--- src/rtl/drawing_rect_fill.sv ---
// Rectangle fill engine: clips a signed-origin rectangle to the screen and draws it
// row-major over the frame-store bus in solid, opaque/transparent pattern or invert mode.
module drawing_rect_fill #(
  parameter int unsigned DATA_W   = 32,
  parameter int unsigned SCREEN_W = 640,
  parameter int unsigned SCREEN_H = 480,
  parameter int unsigned ADDR_W   = 18
) (
  input  logic                clk,
  input  logic                rst,
  input  logic                req,
  output logic                ack,
  output logic                busy,
  input  logic [15:0]         r0,
  input  logic [15:0]         r1,
  input  logic [15:0]         r2,
  input  logic [15:0]         r3,
  input  logic [15:0]         r4,
  input  logic [15:0]         r5,
  input  logic [15:0]         r6,
  input  logic [15:0]         r7,
  input  logic [15:0]         r8,
  input  logic [15:0]         r9,
  output logic                de_req,
  input  logic                de_ack,
  output logic [ADDR_W-1:0]   de_addr,
  output logic [DATA_W/8-1:0] de_nbyte,
  output logic                de_rnw,
  output logic [DATA_W-1:0]   de_w_data,
  input  logic [DATA_W-1:0]   de_r_data
);
  localparam int unsigned PPW = DATA_W / 8;
  localparam int unsigned WPR = SCREEN_W / PPW;
  localparam int unsigned LW  = $clog2(PPW);
  localparam int unsigned XW  = $clog2(SCREEN_W);
  localparam int unsigned YW  = $clog2(SCREEN_H);
  localparam logic signed [17:0] XMAX = 18'(SCREEN_W - 1);
  localparam logic signed [17:0] YMAX = 18'(SCREEN_H - 1);

  typedef enum logic [2:0] {
    S_IDLE, S_ACK, S_CLIP, S_LINE, S_READ, S_WRITE, S_DONE
  } state_t;

  state_t            state_q, state_d;
  logic              ack_q, ack_d, busy_q, busy_d;
  logic              de_req_q, de_req_d, de_rnw_q, de_rnw_d;
  logic [PPW-1:0]    de_nbyte_q, de_nbyte_d, mask_q, mask_d;
  logic [ADDR_W-1:0] de_addr_q, de_addr_d;
  logic [DATA_W-1:0] de_w_data_q, de_w_data_d;
  logic [15:0]       x_q, x_d, y_q, y_d, w_q, w_d, h_q, h_d;
  logic [7:0]        fg_q, fg_d, bg_q, bg_d;
  logic [1:0]        mode_q, mode_d;
  logic [63:0]       pat_q, pat_d;
  logic [XW-1:0]     x0_q, x0_d, x1_q, x1_d, cw_q, cw_d;
  logic [YW-1:0]     y1_q, y1_d, cy_q, cy_d;

  logic unused_r5;
  assign unused_r5 = ^r5[15:2];

  // Clip window in 18-bit signed arithmetic
  logic signed [17:0] xs, ys, xe, ye, cx0, cx1, cy0, cy1;
  logic               empty;
  always_comb begin
    xs    = {{2{x_q[15]}}, x_q};
    ys    = {{2{y_q[15]}}, y_q};
    xe    = xs + $signed({2'b00, w_q}) - 18'sd1;
    ye    = ys + $signed({2'b00, h_q}) - 18'sd1;
    cx0   = xs[17] ? '0 : xs;
    cy0   = ys[17] ? '0 : ys;
    cx1   = (xe > XMAX) ? XMAX : xe;
    cy1   = (ye > YMAX) ? YMAX : ye;
    empty = (w_q == '0) || (h_q == '0) || (cx0 > cx1) || (cy0 > cy1);
  end

  // LINE looks at the first word of the row; a pending write looks one word ahead
  // so consecutive non-empty words go out back-to-back.
  logic [XW-1:0] x0w, x1w, eval_w;
  assign x0w = x0_q >> LW;
  assign x1w = x1_q >> LW;
  always_comb begin
    eval_w = cw_q;
    if (state_q == S_LINE) eval_w = x0w;
    else if (de_req_q)     eval_w = cw_q + 1'b1;
  end

  logic [PPW-1:0]    ev_en;
  logic [DATA_W-1:0] ev_data;
  logic [ADDR_W-1:0] ev_addr;
  logic [7:0]        pat_row;
  logic [31:0]       px;
  logic              on;
  always_comb begin
    pat_row = pat_q[{cy_q[2:0], 3'b000} +: 8];
    ev_en   = '0;
    ev_data = '0;
    px      = '0;
    on      = 1'b0;
    for (int unsigned k = 0; k < PPW; k++) begin
      px       = 32'(eval_w) * PPW + k;
      on       = pat_row[px[2:0]];
      ev_en[k] = (px >= 32'(x0_q)) && (px <= 32'(x1_q)) && (!mode_q[1] || on);
      ev_data[8*k +: 8] = (mode_q == 2'd1 && !on) ? bg_q : fg_q;
    end
    ev_addr = ADDR_W'(32'(cy_q) * WPR + 32'(eval_w));
  end

  logic [DATA_W-1:0] inv_data;
  always_comb begin
    inv_data = de_r_data;
    for (int unsigned k = 0; k < PPW; k++)
      if (mask_q[k]) inv_data[8*k +: 8] = ~de_r_data[8*k +: 8];
  end

  logic issue, row_end;
  always_comb begin
    state_d     = state_q;
    ack_d       = ack_q;
    busy_d      = busy_q;
    de_req_d    = de_req_q;
    de_rnw_d    = de_rnw_q;
    de_nbyte_d  = de_nbyte_q;
    de_addr_d   = de_addr_q;
    de_w_data_d = de_w_data_q;
    mask_d      = mask_q;
    x_d = x_q; y_d = y_q; w_d = w_q; h_d = h_q;
    fg_d = fg_q; bg_d = bg_q; mode_d = mode_q; pat_d = pat_q;
    x0_d = x0_q; x1_d = x1_q; y1_d = y1_q; cy_d = cy_q; cw_d = cw_q;
    issue   = 1'b0;
    row_end = 1'b0;
    unique case (state_q)
      S_IDLE: if (req) begin
        x_d = r0; y_d = r1; w_d = r2; h_d = r3;
        fg_d = r4[15:8]; bg_d = r4[7:0]; mode_d = r5[1:0];
        pat_d   = {r9, r8, r7, r6};
        ack_d   = 1'b1;
        busy_d  = 1'b1;
        state_d = S_ACK;
      end
      S_ACK: begin
        ack_d   = 1'b0;
        state_d = S_CLIP;
      end
      S_CLIP: if (empty) begin
        busy_d  = 1'b0;
        state_d = S_DONE;
      end else begin
        x0_d    = cx0[XW-1:0];
        x1_d    = cx1[XW-1:0];
        y1_d    = cy1[YW-1:0];
        cy_d    = cy0[YW-1:0];
        state_d = S_LINE;
      end
      S_LINE: begin
        if (|ev_en)            issue = 1'b1;
        else if (x0w == x1w)   row_end = 1'b1;
        else begin
          cw_d    = x0w + 1'b1;
          state_d = S_WRITE;
        end
      end
      S_READ: if (de_ack) begin
        de_rnw_d    = 1'b0;
        de_nbyte_d  = ~mask_q;
        de_w_data_d = inv_data;
        state_d     = S_WRITE;
      end
      S_WRITE: if (!de_req_q || de_ack) begin
        if (de_req_q && cw_q == x1w)       row_end = 1'b1;
        else if (|ev_en)                   issue = 1'b1;
        else if (!de_req_q && cw_q == x1w) row_end = 1'b1;
        else begin
          de_req_d = 1'b0;
          cw_d     = cw_q + 1'b1;
        end
      end
      S_DONE:  state_d = S_IDLE;
      default: state_d = S_IDLE;
    endcase

    if (issue) begin
      cw_d      = eval_w;
      mask_d    = ev_en;
      de_req_d  = 1'b1;
      de_addr_d = ev_addr;
      if (mode_q == 2'd3) begin
        de_rnw_d   = 1'b1;
        de_nbyte_d = '0;
        state_d    = S_READ;
      end else begin
        de_rnw_d    = 1'b0;
        de_nbyte_d  = ~ev_en;
        de_w_data_d = ev_data;
        state_d     = S_WRITE;
      end
    end
    if (row_end) begin
      de_req_d = 1'b0;
      if (cy_q == y1_q) begin
        busy_d  = 1'b0;
        state_d = S_DONE;
      end else begin
        cy_d    = cy_q + 1'b1;
        state_d = S_LINE;
      end
    end
  end

  always_ff @(posedge clk) begin
    if (rst) begin
      state_q     <= S_IDLE;
      ack_q       <= 1'b0;
      busy_q      <= 1'b0;
      de_req_q    <= 1'b0;
      de_rnw_q    <= 1'b0;
      de_nbyte_q  <= '1;
      de_addr_q   <= '0;
      de_w_data_q <= '0;
      mask_q      <= '0;
      x_q <= '0; y_q <= '0; w_q <= '0; h_q <= '0;
      fg_q <= '0; bg_q <= '0; mode_q <= '0; pat_q <= '0;
      x0_q <= '0; x1_q <= '0; y1_q <= '0; cy_q <= '0; cw_q <= '0;
    end else begin
      state_q     <= state_d;
      ack_q       <= ack_d;
      busy_q      <= busy_d;
      de_req_q    <= de_req_d;
      de_rnw_q    <= de_rnw_d;
      de_nbyte_q  <= de_nbyte_d;
      de_addr_q   <= de_addr_d;
      de_w_data_q <= de_w_data_d;
      mask_q      <= mask_d;
      x_q <= x_d; y_q <= y_d; w_q <= w_d; h_q <= h_d;
      fg_q <= fg_d; bg_q <= bg_d; mode_q <= mode_d; pat_q <= pat_d;
      x0_q <= x0_d; x1_q <= x1_d; y1_q <= y1_d; cy_q <= cy_d; cw_q <= cw_d;
    end
  end

  assign ack       = ack_q;
  assign busy      = busy_q;
  assign de_req    = de_req_q;
  assign de_rnw    = de_rnw_q;
  assign de_nbyte  = de_nbyte_q;
  assign de_addr   = de_addr_q;
  assign de_w_data = de_w_data_q;
endmodule

--- config.mk ---
export PLATFORM = sky130hd
export DESIGN_NAME = drawing_rect_fill
export DESIGN_NICKNAME = d
export VERILOG_FILES = /design/src/rtl/drawing_rect_fill.sv
export SDC_FILE = /design/constraint.sdc
export NUM_CORES = 1
export LEC_CHECK = 0
export ABC_CLOCK_PERIOD_IN_PS = 6400
export BUFFER_PORTS_ARGS = -buffer_cell sky130_fd_sc_hd__buf_2
export CORE_AREA = 2 2 181 183
export CTS_CLUSTER_DIAMETER = 200
export CTS_CLUSTER_SIZE = 40
export DETAILED_ROUTE_END_ITERATION = 10
export DIE_AREA = 0 0 183 185
export PLACE_DENSITY = 0.77
export REMOVE_ABC_BUFFERS = 1
export SLEW_MARGIN = 20
export SYNTH_ARGS = -nofsm -noshare
export SYNTH_HDL_FRONTEND = slang
export SYNTH_SLANG_ARGS = --single-unit
--- constraint.sdc ---
create_clock -name clk -period 6.4 [get_ports clk]
set_input_delay 0.32 -clock clk [delete_from_list [all_inputs] [get_ports clk]]
set_output_delay 0.32 -clock clk [all_outputs]
set_load 0.02 [all_outputs]
Yosys cells after proc, flatten, opt, wreduce, memory -nomap -nowiden
Index checks and enable logic that the tools add are counted.
{"block": "totals", "regBits": 259, "latchBits": 0, "mem_bits_rw": 0, "romBits": 0, "inputBits": 196, "out_inout_bits": 58, "wordCells": 209, "n_memories": 0}
{"block": "classes", "n_addsub": 11, "n_mul": 1, "div_mod_pow": 0, "n_lt_le_gt_ge": 16, "eq_ne": 25, "n_shift": 1, "muxes": 80, "n_bitwise": 7, "n_reduce_logical": 46}
{"cell": "$mux 32", "n": 4}
{"cell": "$mux 10", "n": 9}
{"cell": "$mux 8", "n": 8}
{"cell": "$shiftx 64x7->8", "n": 1}
{"cell": "$ge 13x10->1", "n": 3}
{"cell": "$le 13x10->1", "n": 3}
{"cell": "$add 16x17->18", "n": 2}
{"cell": "$gt 16x18->1", "n": 2}
{"cell": "$mux 18", "n": 2}
{"cell": "$mux 9", "n": 4}
{"cell": "$sub 18x2->18 const B", "n": 2}
{"cell": "$logic_not 16->1", "n": 2}
{"cell": "$not 8->8", "n": 4}
{"cell": "$mux 1", "n": 30}
{"cell": "$mux 15", "n": 2}
{"cell": "$add 12x2->13 const B", "n": 2}
{"cell": "$mux 3", "n": 8}
{"cell": "$ne 3x3->1 const B", "n": 7}
{"cell": "$pmux 10 s2", "n": 1}
{"cell": "$add 17x10->18", "n": 1}
{"cell": "$gt 18x10->1 const B", "n": 1}
{"cell": "$gt 18x11->1 const B", "n": 1}
{"cell": "$pmux 3 s6", "n": 1}
{"cell": "$lt 3x4->1 const B", "n": 4}
{"cell": "33 further kinds", "n": 83}

Depth between registers and ports, before layout
{"block": "depth", "depth_word": 15, "depth_mapped": 27, "ltp_nobuf": 25}

Worst setup path after synthesis
No wires, ideal clock.
{"block": "synth_timing", "kind": "reg-to-reg", "startpoint": "register y_q[1]", "endpoint": "register x1_q[0]", "setup_time_ns": 0.091, "t_arrival_ns": 6.169, "required_time_ns": 6.309, "slack_ns": 0.140, "path_stages_with_launch": 28, "path_buffers": 2, "period_less_slack_ns": 6.260, "path_cell_list": "dfxtp_1 inv_1 ha_1 inv_1 ha_1 inv_1 fa_1 nor2b_1 o21ai_1 a21oi_1 o2111ai_1 a31oi_1 xor2_1 or4_1 or4_1 clkbuf_1 a21oi_1 ha_1 a21o_1 a21oi_1 o221ai_1 a2111oi_0 o211ai_1 or4_1 nor2_1 clkbuf_1 nor2_1 a311oi_1"}
{"block": "synth_via", "elab_chain_len": 8, "elab_cells_between_ends": 9, "classes_between": "add/sub: 2; order compare: 2; mux: 2; bitwise: 1; reduce/logical: 2"}
{"item": "start: declaration", "line_no": "50", "rtl": "logic [15:0] x_q, x_d, y_q, y_d, w_q, w_d, h_q, h_d;"}
{"item": "start signal: assignment", "line_no": "219", "rtl": "x_q <= '0; y_q <= '0; w_q <= '0; h_q <= '0;"}
{"item": "start signal: assignment", "line_no": "232", "rtl": "x_q <= x_d; y_q <= y_d; w_q <= w_d; h_q <= h_d;"}
{"item": "$add 16x17->18", "line_no": "67", "rtl": "ye = ys + $signed({2'b00, h_q}) - 18'sd1;"}
{"item": "$sub 18x2->18", "line_no": "67"}
{"item": "$gt 18x10->1", "line_no": "71", "rtl": "cy1 = (ye > YMAX) ? YMAX : ye;"}
{"item": "$mux 18", "line_no": "71"}
{"item": "$gt 16x18->1 (*)", "line_no": "72", "rtl": "empty = (w_q == '0) || (h_q == '0) || (cx0 > cx1) || (cy0 > cy1);"}
{"item": "$logic_or 1x1->1 (*)", "line_no": "72"}
{"item": "$not 1->1 (no source line) (*)"}
{"item": "$reduce_and 2->1 (no source line) (*)"}
{"item": "end signal: assignment", "line_no": "221", "rtl": "x0_q <= '0; x1_q <= '0; y1_q <= '0; cy_q <= '0; cw_q <= '0;"}
{"item": "end signal: assignment", "line_no": "234", "rtl": "x0_q <= x0_d; x1_q <= x1_d; y1_q <= y1_d; cy_q <= cy_d; cw_q <= cw_d;"}
{"item": "end: declaration", "line_no": "54", "rtl": "logic [XW-1:0] x0_q, x0_d, x1_q, x1_d, cw_q, cw_d;"}
Mark *: on every way between the ends. The rest lies on a longest branch, timed or not.
A chain may end at the register's enable or synchronous reset.

Worst setup path after layout
Ends and elaborated chain as after synthesis.

==> metrics.md <==
| Metric | Value |
|---|---|
| Synth-to-layout area growth | `11.2%` |
| Wire per inst | `16.3 um` |
| Initial core utilization | `52.2%` |
| Final nets | `2,644` |
| Yosys reg bits | `259` |
| Hold endpoint | `w_q[8]` |
| Max-cap violations | `0` |
| DRC | `0` |
| Final min period | `6.08 ns` |
| Rows | `66` |
| Total GRT Usage | `25.6%` |
| Post-Place Worst Slack | `0.00539 ns` |
| Worst VDD drop | `250 uV` |
| First-pass GRT wire length | `72.2 mm` |
| Final ANT Viol Nets | `0` |
| End-of-flow core utilization | `58.0%` |
| Worst setup margin | `0.318 ns` |
| Worst reg2reg path startpoint | `y_q[1]` |
| Share of layout cells above drive strength 1 | `14.8%` |
| Distinct cells, synth | `83` |
| Clk sinks | `259` |
| Reg2reg setup slack | `0.32 ns` |
| Hold Crit Class | `input port to register` |
| Cts hold-fix bufs | `0` |
| Die width | `183 um` |
| Worst Hold Launch | `r2[8]` |
| Crit path DAT | `6.51 ns` |
| Slew @ Worst Pin | `1.14 ns` |
| Final Slew Violations | `0` |
| Final Skew | `0.0305 ns` |
| Setup_tns | `0 ns` |
| Fin. Hold Viols | `0` |
| Asr flop ratio synth | `0%` |
| Number of flops mapped to enable cells by yosys | `0` |
| Count leader, synth | `nand2_1` |
| RePlAce Congestion | `0.896` |
| Run status | `completed` |
| CP Capture Type | `register` |
| Drt pass-1 iters | `6` |
| DR vias/cell | `5.68` |
| Largest net degree at the start of global routing | `97` |
| Antenna violations before repair | `1` |
| Mean Syn Cell Area | `7.74 um^2` |
| Die Ht | `185 um` |
| Peak Freq | `164 MHz` |
| Worst reg-to-reg path cell count | `26` |
| Die area | `33,900 um^2` |
| Crit path launch type | `register` |
| Via Count | `15,400` |
| Clock Path Buffers | `3` |
| Commonest cells post-synth | `403 x nand2_1, 259 x dfxtp_1, 236 x a21oi_1` |
| CTS Buf Count | `10` |
| Yosys warns | `0` |
| Crit-path slowest cell | `or4_4` |
| Placeable Area | `32,000 um^2` |
| Port bufs | `239` |
| Area leader, netlist | `dfxtp_1` |
| Top cell type's share of synthesized area | `31.0%` |
| Sequential-to-total area share from yosys stat | `31.0%` |
| CTS root buf | `clkbuf_16` |
| Mapped Cells | `2,160` |
| Post-synthesis mux area share | `5.33%` |
| Drt first-iter violations | `1,105` |
| Clk_lat worst skew | `0.52 ns` |
| Compound-Gate Fraction of Synth Area | `20.5%` |
| Crit Reg-Reg Endpoint | `x1_q[0]` |
| H-tree depth | `1` |
| Hold path cells | `3` |
| Final setup violation count | `0` |
| Leak | `7.83 nW` |
| Worst-path fanout max | `16` |
| Critical Path RT | `6.83 ns` |
| Area share of xor/xnor cells in the synthesized design | `6.03%` |
| CTS tree | `yes` |
| Routed wire length | `44.4 mm` |
| Number of global-route vias before repair | `14,800` |
| Pwr per Cell Area | `426 nW/um^2` |
| Post-Synth Adder-Cell Area | `10.6%` |
| Pwr Total | `7.93 mW` |
| Synth area leaders | `dfxtp_1 31%, ha_1 9.9%, nand2_1 9.0%` |
| Worst Path Class, Setup | `register to register` |
| Rel. slew slack | `23.8%` |
| Fin crit share | `95.0%` |
| Clock transition at the registers of the reported paths | `0.14 ns` |
| Synth Flop Type | `dfxtp_1` |
| Ports | `254` |
| Gr ovfl total | `0` |
| Main combinational cell family by area after synthesis | `compound AO/OA/AOI/OAI gates` |
| Mapped Area | `16,700 um^2` |
| Largest stage delay, worst path | `0.56 ns` |
| Dpl hpwl | `32.6 mm` |
| Fillers | `2,953` |
| Simple-Gate Fraction of Synth Area | `19.6%` |
==> cells by family after synthesis <==
family	count (synthesis)
AND/OR/NAND/NOR	742
buffers and inverters	303
AO/OA/AOI/OAI	536
flip-flops	259
multiplexers	67
XOR/XNOR	115
adder cells (fa/ha/maj)	138
==> repair_timing <==
| item | CTS | global route |
|---|---|---|
| pin swaps | 0 | 5 |
| gates resized for setup | 2 | 17 |
| setup endpoints to repair | 11 | 41 |
| setup buffers | 0 | 1 |
==> area by class of cell <==
cell class | instances | area [um^2] | area share, %
clock inverters | 1 | 30.0 | 0.162
repair buffers | 271 | 1480 | 7.96
inverters | 170 | 638 | 3.43
clock buffers | 11 | 275 | 1.48
well taps | 408 | 510 | 2.75
flip-flops and latches | 259 | 5190 | 27.9
diodes | 2 | 5.00 | 0.0269
multi-input cells | 1598 | 10500 | 56.3
==> metrics by stage <==
stage          cell area [um^2]  instances  hold slack (ns)
3_3_place_gp              18200       2704            0.439
6_report                  18600       2720           0.0279
3_5_place_dp              18200       2704            0.442
2_1_floorplan             16200       2027            0.389
4_1_cts                   18500       2716           0.0137
5_1_grt                   18600       2719           0.0188
==> metal layers <==
metal | wire length, um | global-route usage (%) | up-vias | share of wire (%)
met1 | 19700 | 33.4 | 7126 | 44
met3 | 2260 | 2.62 | 81 | 5.1
met5 | 0 | 0 | - | 0
li1 | - | - | 7768 | -
met2 | 21200 | 44.5 | 461 | 48
met4 | 1270 | 8.26 | 0 | 2.8
==> state kept, by name, indices dropped and copies added (netlist names), 8 cells and up <==
signal and flops:
x_q 16, cw_q 10, pat_q 64, de_addr 18, cy_q 9, de_w_data 32
fg_q 8, x0_q 10, x1_q 10, y1_q 9, bg_q 8, y_q 16
h_q 16, w_q 16
==> critical path: cells and delay by family, from the launching register on <==
family          cells  cell delay (ns)
xor+xnor            1             0.13
buf+inv             4             0.41
flops               1             0.35
compound gates     11             2.06
fa+ha+maj           4             1.10
simple gates        6             1.96
==> report_power, final <==
part	total, mW	internal [mW]	switching [mW]	leakage, nW
clock	0.843	0.322	0.521	0.147
sequential	2.20	1.94	0.260	2.11
combinational	4.89	1.93	2.96	5.57
==> placed cells by master (no fill, tap or decap), types with 7 or more instances in the layout <==
cell type / n
o21bai_1: 7
xor2_1: 22
a211oi_1: 77
buf_4: 29
nand3_1: 35
and4_1: 7
a221oi_1: 7
a21o_1: 25
nand2b_1: 12
nor3_1: 18
o21a_1: 22
nor4_1: 20
a31oi_1: 12
nor2b_1: 15
or2_2: 8
inv_1: 169
xnor2_1: 93
a21oi_1: 234
o31ai_1: 8
nor2_1: 145
ha_1: 132
nand4_1: 19
mux2i_1: 47
clkbuf_16: 11
nand2_1: 403
a2111o_1: 7
o21ai_0: 62
buf_2: 238
dfxtp_1: 258
and3_1: 23
mux4_2: 17
and2_1: 8
==> worst max path at each step <==
stage                start  endpoint  slack, ns  cells after the start
floorplan           y_q[1]   cy_q[5]      -0.65                     25
global placement    h_q[1]   y1_q[7]       0.10                     27
detailed placement  h_q[1]   y1_q[7]      0.005                     27
CTS                 h_q[1]   y1_q[7]      0.006                     27
global route        y_q[1]   y1_q[2]     -0.006                     27
finish              y_q[1]   x1_q[0]       0.32                     26
Power figures use the tool's default switching activity.
